## src/rtl/shift_add_mul4.sv

```systemverilog
// shift_add_mul4: sequential 4x4 -> 8 unsigned shift-and-add multiplier.
// One partial product is accumulated per CALC cycle; four cycles per multiply
// unless the optional early-exit build is selected.
// Optional feature macro: SHIFT_ADD_EARLY_EXIT_EN -- leave CALC as soon as the
// remaining multiplier bits are all zero.
module shift_add_mul4 (
    input  logic       clk,
    input  logic       rst,
    input  logic       start,
    input  logic [3:0] a,
    input  logic [3:0] b,
    output logic       ld,
    output logic [7:0] p,
    output logic       busy,
    output logic       done
);

    typedef enum logic [1:0] {
        StIdle = 2'd0,
        StCalc = 2'd1,
        StDone = 2'd2
    } state_e;

    state_e      state_q, state_d;
    logic [3:0]  mcand_q, mcand_d;
    logic [3:0]  mplier_q, mplier_d;
    logic [1:0]  cnt_q, cnt_d;
    logic [7:0]  p_q, p_d;
    logic        done_q, done_d;
    logic        last_iter;
    logic [7:0]  partial;

    // Partial product for the current multiplier bit, weighted by iteration.
    always_comb begin
        partial = 8'h00;
        if (mplier_q[0]) begin
            partial = {4'b0000, mcand_q} << cnt_q;
        end
    end

    // Decide whether this CALC edge is the final iteration.
    always_comb begin
`ifdef SHIFT_ADD_EARLY_EXIT_EN
        // Higher multiplier bits all zero: further iterations would add nothing.
        last_iter = (cnt_q == 2'd3) || (mplier_q[3:1] == 3'b000);
`else
        last_iter = (cnt_q == 2'd3);
`endif
    end

    // Next-state and datapath update for the multiply sequence.
    always_comb begin
        state_d  = state_q;
        mcand_d  = mcand_q;
        mplier_d = mplier_q;
        cnt_d    = cnt_q;
        p_d      = p_q;
        done_d   = 1'b0;
        unique case (state_q)
            StIdle: begin
                if (start) begin
                    mcand_d  = a;
                    mplier_d = b;
                    p_d      = 8'h00;
                    cnt_d    = 2'd0;
                    state_d  = StCalc;
                end
            end
            StCalc: begin
                p_d      = p_q + partial;
                mplier_d = mplier_q >> 1;
                cnt_d    = cnt_q + 2'd1;
                if (last_iter) begin
                    state_d = StDone;
                    done_d  = 1'b1;
                end
            end
            StDone: begin
                state_d = StIdle;
            end
            default: begin
                state_d = StIdle;
            end
        endcase
    end

    // State registers with synchronous reset taking priority over everything.
    always_ff @(posedge clk) begin
        if (rst) begin
            state_q  <= StIdle;
            mcand_q  <= 4'h0;
            mplier_q <= 4'h0;
            cnt_q    <= 2'd0;
            p_q      <= 8'h00;
            done_q   <= 1'b0;
        end else begin
            state_q  <= state_d;
            mcand_q  <= mcand_d;
            mplier_q <= mplier_d;
            cnt_q    <= cnt_d;
            p_q      <= p_d;
            done_q   <= done_d;
        end
    end

    // Outputs; ld lets the upstream operand registers capture with our start edge.
    always_comb begin
        ld   = (state_q == StIdle) && start && !rst;
        busy = (state_q != StIdle);
        done = done_q;
        p    = p_q;
    end

endmodule
```

## config.mk

```make
export PLATFORM = sky130hd
export DESIGN_NAME = shift_add_mul4
export DESIGN_NICKNAME = d
export VERILOG_FILES = /design/src/rtl/shift_add_mul4.sv
export SDC_FILE = /design/constraint.sdc
export NUM_CORES = 1
export LEC_CHECK = 0
export BUFFER_PORTS_ARGS = -buffer_cell sky130_fd_sc_hd__buf_2
export CORE_AREA = 3 3 53 55
export CTS_CLUSTER_DIAMETER = 80
export CTS_CLUSTER_SIZE = 14
export DETAILED_ROUTE_END_ITERATION = 10
export DIE_AREA = 0 0 56 58
export MAX_ROUTING_LAYER = met4
export PLACE_DENSITY_LB_ADDON = 0.08
export REMOVE_ABC_BUFFERS = 1
export SLEW_MARGIN = 25
export SYNTH_ARGS = -nofsm -noshare
export SYNTH_HDL_FRONTEND = slang
export SYNTH_SLANG_ARGS = --single-unit
export TNS_END_PERCENT = 30
```

## constraint.sdc

```tcl
create_clock -name clk -period 2.8 [get_ports clk]
set_clock_uncertainty 0.1 [all_clocks]
set_input_delay 0.28 -clock clk [delete_from_list [all_inputs] [get_ports clk]]
set_output_delay 0.28 -clock clk [all_outputs]
set_load 0.05 [all_outputs]
```

==> results.py, run 1 <==
metrics = {
    "grt": {
        "grt_usage_pct": 17.9,
        "gr-total-overflow": 0,
        "grt_max_degree": 26,
        "grt_pass1_wl_um": 4490,
        "antenna_found_initial": 0,
        "grt_pass1_vias": 1080,
    },
    "worst_setup_path": {
        "endpoint_kind": "flop",
        "worst_setup_path_start_kind": "flop",
        "reg2reg_slack_ns": 0.47,
        "cp.arrival_ns": 2.44,
        "crit_type": "reg2reg",
        "worst-path-max-fanout": 8,
        "crit_required_ns": 2.91,
    },
    "place": {
        "dp_hpwl_um": 1890,
        "place_congestion": 0.816,
        "dpl_cell_area_um2": 1340,
        "dp_slack_ns": 0.487,
        "portBuffers": 21,
    },
    "pwr": {
        "peakVddDrop_mv": 0.347,
        "p_sw_w": 0.000178,
        "intPower_w": 0.000403,
        "pwr-share-comb_pct": 18.2,
        "p_per_area_nw_per_um2": 425,
        "seq_power_share_pct": 56.2,
        "p_sw_share_pct": 30.7,
        "power_leakage_nw": 0.613,
        "p_clk_share_pct": 25.6,
    },
    "cts": {
        "cts.sinks": 21,
        "post_cts_buffers": 0,
        "cts-resized-gates": 0,
        "clkTransAtPathRegs_ns": 0.12,
        "cts_tree": "done",
        "cts_buffers": 3,
        "htree_levels": 1,
        "clk_latency_ns": 0.30,
        "hold_buffers": 0,
        "clockRootBuffer": "clkbuf_4",
        "clockBufferDepth": 2,
    },
    "yosys": {
        "ys_types": 39,
        "synthArstFlopShare_pct": 0,
        "yosysSeqAreaShare_pct": 33.6,
        "synth_area_um2": 1250,
        "synth-edff-count": 0,
        "synth_seq_cells": 21,
        "synth_warnings": 0,
        "synth_area_per_cell_um2": 8.29,
        "syn_inst": 151,
        "synthFlopType": "dfxtp_1",
    },
    "timing": {
        "finalCritPeriodShare_pct": 83.2,
        "worstMarginPinSlew_ns": 0.645,
        "min_period_ns": 2.33,
        "slew_violations": 0,
        "hold_violations": 0,
        "fmax_mhz": 429,
        "final-setup-viol-count": 0,
        "rsz0062_at_grt": "no",
        "fin_ws_ns": 0.470,
        "slew_headroom_pct": 57.0,
        "hold_ws_ns": 0.0975,
        "setup-tns-final_ns": 0,
    },
    "run": {
        "maxCapViolations": 0,
    },
    "route": {
        "ant_nets": 0,
        "first_iter_violations": 28,
        "first_pass_iters": 4,
        "drt-wirelength-per-cell_um": 13.2,
        "vias_per_cell": 5.58,
        "drcViolationCount": 0,
        "finalWirelength_um": 2610,
        "num_vias": 1099,
    },
    "finish": {
        "final_area_um2": 1370,
        "layout.nets": 188,
        "fin_util_pct": 56.2,
        "antenna_cells": 0,
        "area_delta_synth_final_pct": 9.20,
        "drive_above_1_share_pct": 21.0,
    },
    "status": {
        "outcome": "completed",
    },
    "floorplan": {
        "core_area_um2": 2430,
        "die_x_um": 56,
        "ios": 22,
        "die-area_um2": 3250,
        "rows": 18,
        "initial_core_util_pct": 51.4,
        "fp.dieH_um": 58,
    },
    "worst_hold_path": {
        "hp-class": "in2reg",
    },
}
==> routing by layer <==
metal	part of all wire (%)	vias up	wire length [um]	track usage, %
li1	-	562	-	-
met1	45	511	1160	19.9
met2	50	22	1300	30.9
met3	4.2	4	110	3.12
met4	1.3	0	34	9.49
met5	0	-	0	-
==> synth_stat cells (3+ instances only) <==
library cell,n,area [um2]
a211oi_1,3,22.5
a21oi_1,13,65.1
clkbuf_1,4,15.0
dfxtp_1,21,420
ha_1,8,100
mux2i_1,3,30.0
nand2_1,20,75.1
nand2b_1,6,37.5
nand3_1,8,40.0
nor2_1,23,86.3
nor3b_1,3,22.5
nor4_2,4,50.1
==> cells by family after synthesis <==
family / synth area share, %
AOI/OAI and AO/OA: 13.4
and+or+nand+nor: 31.4
muxes: 4.20
DFF: 33.6
buffers and inverters: 5.00
adders and majority gates: 9.60
xor gates and xnor gates: 2.80
==> power groups by stage <==
| stage | registers (W) | logic, W | clock network [W] |
|---|---|---|---|
| 4_1_cts | 0.000326 | 0.000106 | 0.000155 |
| 5_1_grt | 0.000329 | 0.000119 | 0.000167 |
| 3_5_place_dp | 0.000333 | 0.000106 | 0 |
| 2_1_floorplan | 0.000336 | 0.0000704 | 0 |
| 6_report | 0.000326 | 0.000106 | 0.000149 |
| 3_3_place_gp | 0.000332 | 0.000104 | 0 |
==> worst max-delay path, stage by stage (launching register included) <==
cell,delay [ns]
dfxtp_1,0.52
mux2i_1,0.29
nand2b_1,0.07
and3_1,0.18
ha_1,0.33
o21ai_1,0.17
nor3_1,0.07
o221ai_1,0.16
mux2_2,0.35
==> placed cells by master (no fill, tap or decap), types with 3 or more instances in the layout <==
| cell type | Yosys | routed |
|---|---|---|
| nor2_1 | 23 | 23 |
| nor3b_1 | 3 | 3 |
| a211oi_1 | 3 | 3 |
| a21oi_1 | 13 | 13 |
| dfxtp_1 | 21 | 21 |
| nand2_1 | 20 | 20 |
| clkbuf_4 | 0 | 3 |
| nand3_1 | 8 | 8 |
| ha_1 | 8 | 8 |
| mux2i_1 | 3 | 3 |
| nand2b_1 | 6 | 6 |
| nor4_2 | 4 | 4 |
| buf_2 | 2 | 21 |
==> per-stage QoR <==
step	std cells	power (W)
floorplan	142	0.000406
global placement	193	0.000436
detailed placement	193	0.000439
CTS	197	0.000588
global route	197	0.000614
finish	197	0.000581
==> registers in the layout (all words and copies together) (netlist names) <==
signal / flops
state_q: 2
p: 8
done: 1
mplier_q: 4
mcand_q: 4
cnt_q: 2
==> area by class of cell <==
class,count,area [um2]
timing repair buffer,21,105
fill,241,1070
sequential,21,420
inverter,2,7.51
tap,30,37.5
multi-input combinational,119,768
clock buffer,3,22.5
clock inverter,1,5.00
==> worst paths after layout <==
| check | to | depth (start not counted) | from |
|---|---|---|---|
| setup / recovery | p[7]$_SDFFE_PP0P_ | 8 | cnt_q[0]$_SDFFE_PP0P_ |
| hold / removal | mcand_q[0]$_SDFFE_PP0P_ | 3 | a[0] |
| setup reg to reg | p[7]$_SDFFE_PP0P_ | 8 | cnt_q[0]$_SDFFE_PP0P_ |
| hold reg to reg | mplier_q[3]$_SDFFE_PP0P_ | 2 | mplier_q[3]$_SDFFE_PP0P_ |
Note: power is estimated with default switching activity, not from simulation.
==> inputs of run 2 (changes only) <==
Clock period 2.8 ns to 2.3 ns, I/O delays scaled along.
==> results.py, run 2 (same netlist as run 1, synthesis figures left out) <==
metrics = {
    "pwr": {
        "power_w": 0.000718,
        "p_per_area_nw_per_um2": 513,
        "power_leakage_nw": 0.629,
        "peakVddDrop_mv": 0.372,
    },
    "worst_hold_path": {
        "worstHoldStart": "a[2]",
        "hp-class": "in2reg",
    },
    "floorplan": {
        "die-area_um2": 3250,
        "rows": 18,
        "ios": 22,
        "die_x_um": 56,
        "fp.dieH_um": 58,
        "initial_core_util_pct": 51.4,
        "core_area_um2": 2430,
    },
    "status": {
        "outcome": "completed",
    },
    "timing": {
        "hold_violations": 0,
        "final-setup-viol-count": 0,
        "finalCritPeriodShare_pct": 96.2,
        "worstMarginPinSlew_ns": 0.470,
        "slew_violations": 0,
        "rsz0062_at_grt": "no",
        "fmax_mhz": 452,
        "setup-tns-final_ns": 0,
        "min_period_ns": 2.21,
        "slew_headroom_pct": 68.7,
    },
    "route": {
        "vias_per_cell": 5.59,
        "drcViolationCount": 0,
        "num_vias": 1117,
        "first_pass_iters": 4,
        "finalWirelength_um": 2580,
        "ant_nets": 0,
        "first_iter_violations": 23,
        "drt-wirelength-per-cell_um": 12.9,
    },
    "finish": {
        "layout.nets": 191,
        "antenna_cells": 0,
        "layout_commonest_cell": "nor2_1",
        "area_delta_synth_final_pct": 12.0,
        "largest_reg_flops": 8,
        "layout_common_cells": "23 x nor2_1, 21 x buf_2, 20 x nand2_1, 19 x dfxtp_1, 13 x a21oi_1",
        "drive_above_1_share_pct": 24.7,
        "fin_cells": 200,
        "final_area_um2": 1400,
    },
    "place": {
        "dpl_cell_area_um2": 1360,
        "place_inst": 196,
        "place_congestion": 0.841,
        "portBuffers": 21,
        "dp_hpwl_um": 1890,
    },
    "worst_setup_path": {
        "path_delay_family": "multiplexers",
        "worst_setup_path_start_kind": "flop",
        "crit_required_ns": 2.41,
        "crit_type": "reg2reg",
        "reg2reg_slack_ns": 0.09,
        "regToRegStartpoint": "cnt_q[0]$_SDFFE_PP0P_",
        "cp.arrival_ns": 2.32,
        "crit_slowest_cell": "dfxtp_4",
        "cpPeakStageDelay_ns": 0.41,
        "endpoint_kind": "flop",
        "worst-path-max-fanout": 5,
        "cp_cell_sequence": "mux2i_1, nand2b_1, and3_1, ha_1, o21ai_1, nor3_1, o221ai_1, mux2_2",
        "crit_buf_inv": 0,
        "startpoint": "cnt_q[0]$_SDFFE_PP0P_",
    },
    "grt": {
        "grt_pass1_vias": 1036,
        "grt_max_degree": 26,
        "grt_usage_pct": 17.4,
        "gr-total-overflow": 0,
        "grt_pass1_wl_um": 4410,
        "antenna_found_initial": 0,
    },
    "cts": {
        "cts_buffers": 3,
        "cts.sinks": 21,
        "hold_buffers": 0,
        "clkTransAtPathRegs_ns": 0.13,
        "clockBufferDepth": 2,
        "post_cts_buffers": 0,
        "htree_levels": 1,
        "cts_tree": "done",
        "clk_latency_ns": 0.31,
        "clockRootBuffer": "clkbuf_4",
    },
    "run": {
        "maxCapViolations": 0,
    },
}
-- run 2: cell count changes in the layout (fill, tap and decap cells not counted) --
cell / previous run / this run
mux2i_1: 3 / 1
mux2i_2: 0 / 2
buf_4: 0 / 3
dfxtp_4: 0 / 1
dfxtp_1: 21 / 19
dfxtp_2: 0 / 1
-- run 2: final cells by class --
type	instances	area, um2
clock inverters	1	5.00
inverters	2	7.51
multi-input cells	119	776
repair buffers	24	128
well taps	30	37.5
fillers	238	1030
clock buffers	3	22.5
flip-flops and latches	21	425
-- run 2: final timing paths --
| kind | endpoint | depth (start not counted) |
|---|---|---|
| min | mcand_q[2]$_SDFFE_PP0P_ | 3 |
| min reg2reg | mplier_q[3]$_SDFFE_PP0P_ | 2 |
| max | p[7]$_SDFFE_PP0P_ | 8 |
| max reg2reg | p[7]$_SDFFE_PP0P_ | 8 |
-- run 2: metal layers --
metal / vias up / share of wire (%) / GRT usage [%]
met5: - / 0 / -
met4: 0 / 0.81 / 6.44
met3: 2 / 4.6 / 2.00
met2: 27 / 48 / 31.1
met1: 521 / 47 / 20.2
li1: 567 / - / -
-- run 2: per-stage QoR --
step	util [%]	hold slack, ns	setup slack, ns
after floorplan	-	0.199	0.127
after global placement	56.0	0.359	0.0996
after detailed placement	56.0	0.372	0.0620
after CTS	57.1	0.0309	0.0119
after global routing	57.6	0.0428	0.0117
final	57.6	0.0377	0.0885
-- run 2: what timing repair did --
action	CTS	global route
endpoints found under the hold margin	0	0
endpoints found under the setup margin	0	3
gates resized for setup	0	5
-- run 2: worst register-to-register path: stages, from the launching register on --
cell	delay (ns)
dfxtp_4	0.41
mux2i_1	0.25
nand2b_1	0.07
and3_1	0.18
ha_1	0.32
o21ai_1	0.18
nor3_1	0.08
o221ai_1	0.16
mux2_2	0.35
-- run 2: power by group --
| part | switching (W) | internal, W |
|---|---|---|
| Combinational | 0.0000853 | 0.0000516 |
| Clock | 0.000119 | 0.0000649 |
| Sequential | 0.0000173 | 0.000380 |
==> inputs of run 3 (changes only) <==
--- a/config.mk
+++ b/config.mk
@@ -6,5 +6,5 @@
 export NUM_CORES = 1
 export LEC_CHECK = 0
-export BUFFER_PORTS_ARGS = -buffer_cell sky130_fd_sc_hd__buf_2
+export BUFFER_PORTS_ARGS = -buffer_cell sky130_fd_sc_hd__clkbuf_2
 export CORE_AREA = 3 3 53 55
 export CTS_CLUSTER_DIAMETER = 80
@@ -14,4 +14,5 @@
 export MAX_ROUTING_LAYER = met4
 export PLACE_DENSITY_LB_ADDON = 0.08
+export RECOVER_POWER = 50
 export REMOVE_ABC_BUFFERS = 1
 export SLEW_MARGIN = 25
==> constraint.sdc (replaced) <==
create_clock -name clk -period 2.3 [get_ports clk]
set_clock_uncertainty 0.1 [all_clocks]
set_input_delay 0.115 -clock clk [delete_from_list [all_inputs] [get_ports clk]]
set_output_delay 0.115 -clock clk [all_outputs]
set_load 0.05 [all_outputs]
==> results.py, run 3 (same netlist as run 1, synthesis figures left out) <==
metrics = {
    "worst_setup_path": {
        "endpoint_kind": "flop",
        "r2r-end": "p[6]$_SDFFE_PP0P_",
        "regToRegStartpoint": "cnt_q[0]$_SDFFE_PP0P_",
        "worst-path-max-fanout": 5,
        "cp.arrival_ns": 2.31,
        "rr_worst_depth": 8,
        "crit_type": "reg2reg",
        "crit_end": "p[6]$_SDFFE_PP0P_",
        "worst_setup_path_start_kind": "flop",
        "startpoint": "cnt_q[0]$_SDFFE_PP0P_",
        "reg2reg_slack_ns": 0.11,
        "crit_required_ns": 2.41,
    },
    "grt": {
        "gr-total-overflow": 0,
        "grt_pass1_wl_um": 4550,
        "grt_max_degree": 26,
        "antenna_found_initial": 0,
        "grt_usage_pct": 17.9,
        "grt_pass1_vias": 1081,
    },
    "timing": {
        "setup-tns-final_ns": 0,
        "slew_violations": 0,
        "min_period_ns": 2.19,
        "slew_headroom_pct": 44.8,
        "hold_violations": 0,
        "worstMarginPinSlew_ns": 0.829,
        "final-setup-viol-count": 0,
        "hold_ws_ns": 0.162,
        "fin_ws_ns": 0.106,
        "fmax_mhz": 456,
        "finalCritPeriodShare_pct": 95.4,
    },
    "cts": {
        "cts_tree": "done",
        "cts.sinks": 21,
        "htree_levels": 1,
        "clockRootBuffer": "clkbuf_4",
        "clkTransAtPathRegs_ns": 0.12,
        "clockBufferDepth": 2,
        "post_cts_buffers": 0,
        "clk_latency_ns": 0.31,
        "cts_buffers": 3,
    },
    "place": {
        "dpl_cell_area_um2": 1350,
        "dp_slack_ns": 0.0573,
        "place_congestion": 0.836,
        "portBuffers": 21,
        "dp_hpwl_um": 1920,
    },
    "pwr": {
        "p_per_area_nw_per_um2": 493,
        "peakVddDrop_mv": 0.372,
        "power_w": 0.000724,
        "power_leakage_nw": 0.617,
    },
    "status": {
        "outcome": "completed",
    },
    "finish": {
        "drive_above_1_share_pct": 17.5,
        "layout_commonest_cell": "nor2_1",
        "final_area_um2": 1470,
        "layout_common_cells": "23 x nor2_1, 20 x nand2_1, 19 x dfxtp_1, 13 x a21oi_1, 11 x clkbuf_2",
        "area_delta_synth_final_pct": 17.2,
        "layout.nets": 198,
        "antenna_cells": 0,
        "largest_reg_flops": 8,
    },
    "floorplan": {
        "core_area_um2": 2430,
        "rows": 18,
        "fp.dieH_um": 58,
        "die_x_um": 56,
        "die-area_um2": 3250,
        "initial_core_util_pct": 51.4,
        "ios": 22,
    },
    "route": {
        "num_vias": 1135,
        "first_pass_iters": 4,
        "vias_per_cell": 5.48,
        "drcViolationCount": 0,
        "finalWirelength_um": 2720,
        "ant_nets": 0,
        "drt-wirelength-per-cell_um": 13.2,
        "first_iter_violations": 20,
    },
    "run": {
        "maxCapViolations": 0,
    },
    "worst_hold_path": {
        "hp-class": "in2reg",
    },
}
run 3: how the worst min path moves through the flow:
stage	start	cells past startpoint	endpoint	slack [ns]
after CTS	start	4	p[5]$_SDFFE_PP0P_	0.17
after detailed placement	a[2]	3	mcand_q[2]$_SDFFE_PP0P_	0.25
after global routing	start	4	p[5]$_SDFFE_PP0P_	0.19
after floorplan	rst	1	cnt_q[1]$_SDFFE_PP0P_	0.08
final	start	4	p[5]$_SDFFE_PP0P_	0.16
after global placement	a[3]	3	mcand_q[3]$_SDFFE_PP0P_	0.24
run 3: stage by stage:
stage	std cells	utilization, %
floorplan	142	-
global placement	195	55.7
detailed placement	195	55.7
CTS	207	60.1
global route	207	60.3
finish	207	60.3
run 3: report_power, final:
part	switching, W	internal [W]	total [W]
Sequential	0.0000170	0.000380	0.000397
Combinational	0.0000870	0.0000575	0.000145
Clock	0.000117	0.0000649	0.000182
Total	0.000221	0.000503	0.000724
run 3: layout make-up:
class	count	area, um2
fill	252	966
multi-input combinational	119	781
sequential	21	425
timing repair buffer	31	188
tap	30	37.5
clock buffer	3	22.5
inverter	2	7.51
clock inverter	1	5.00
run 3: routing by layer:
metal,share of wire [%],up-vias,track usage (%),wire length (um)
li1,-,582,-,-
met1,45,515,21.9,1230
met2,48,30,29.4,1320
met3,4.2,8,2.23,114
met4,2.3,0,8.81,64
met5,0,-,-,0
run 3: timing repair:
item,CTS,global route
hold endpoints to repair,8,0
endpoints found under the setup margin,0,3
gates resized for setup,0,6
hold buffers,8,0
run 3: worst max-delay path, stage by stage (launching register included):
cell and delay [ns]:
dfxtp_4 0.41, mux2i_2 0.25, nand2b_1 0.08, and3_1 0.18, ha_1 0.31, a21oi_1 0.24, a32oi_2 0.17, xnor2_1 0.15
o32ai_1 0.21
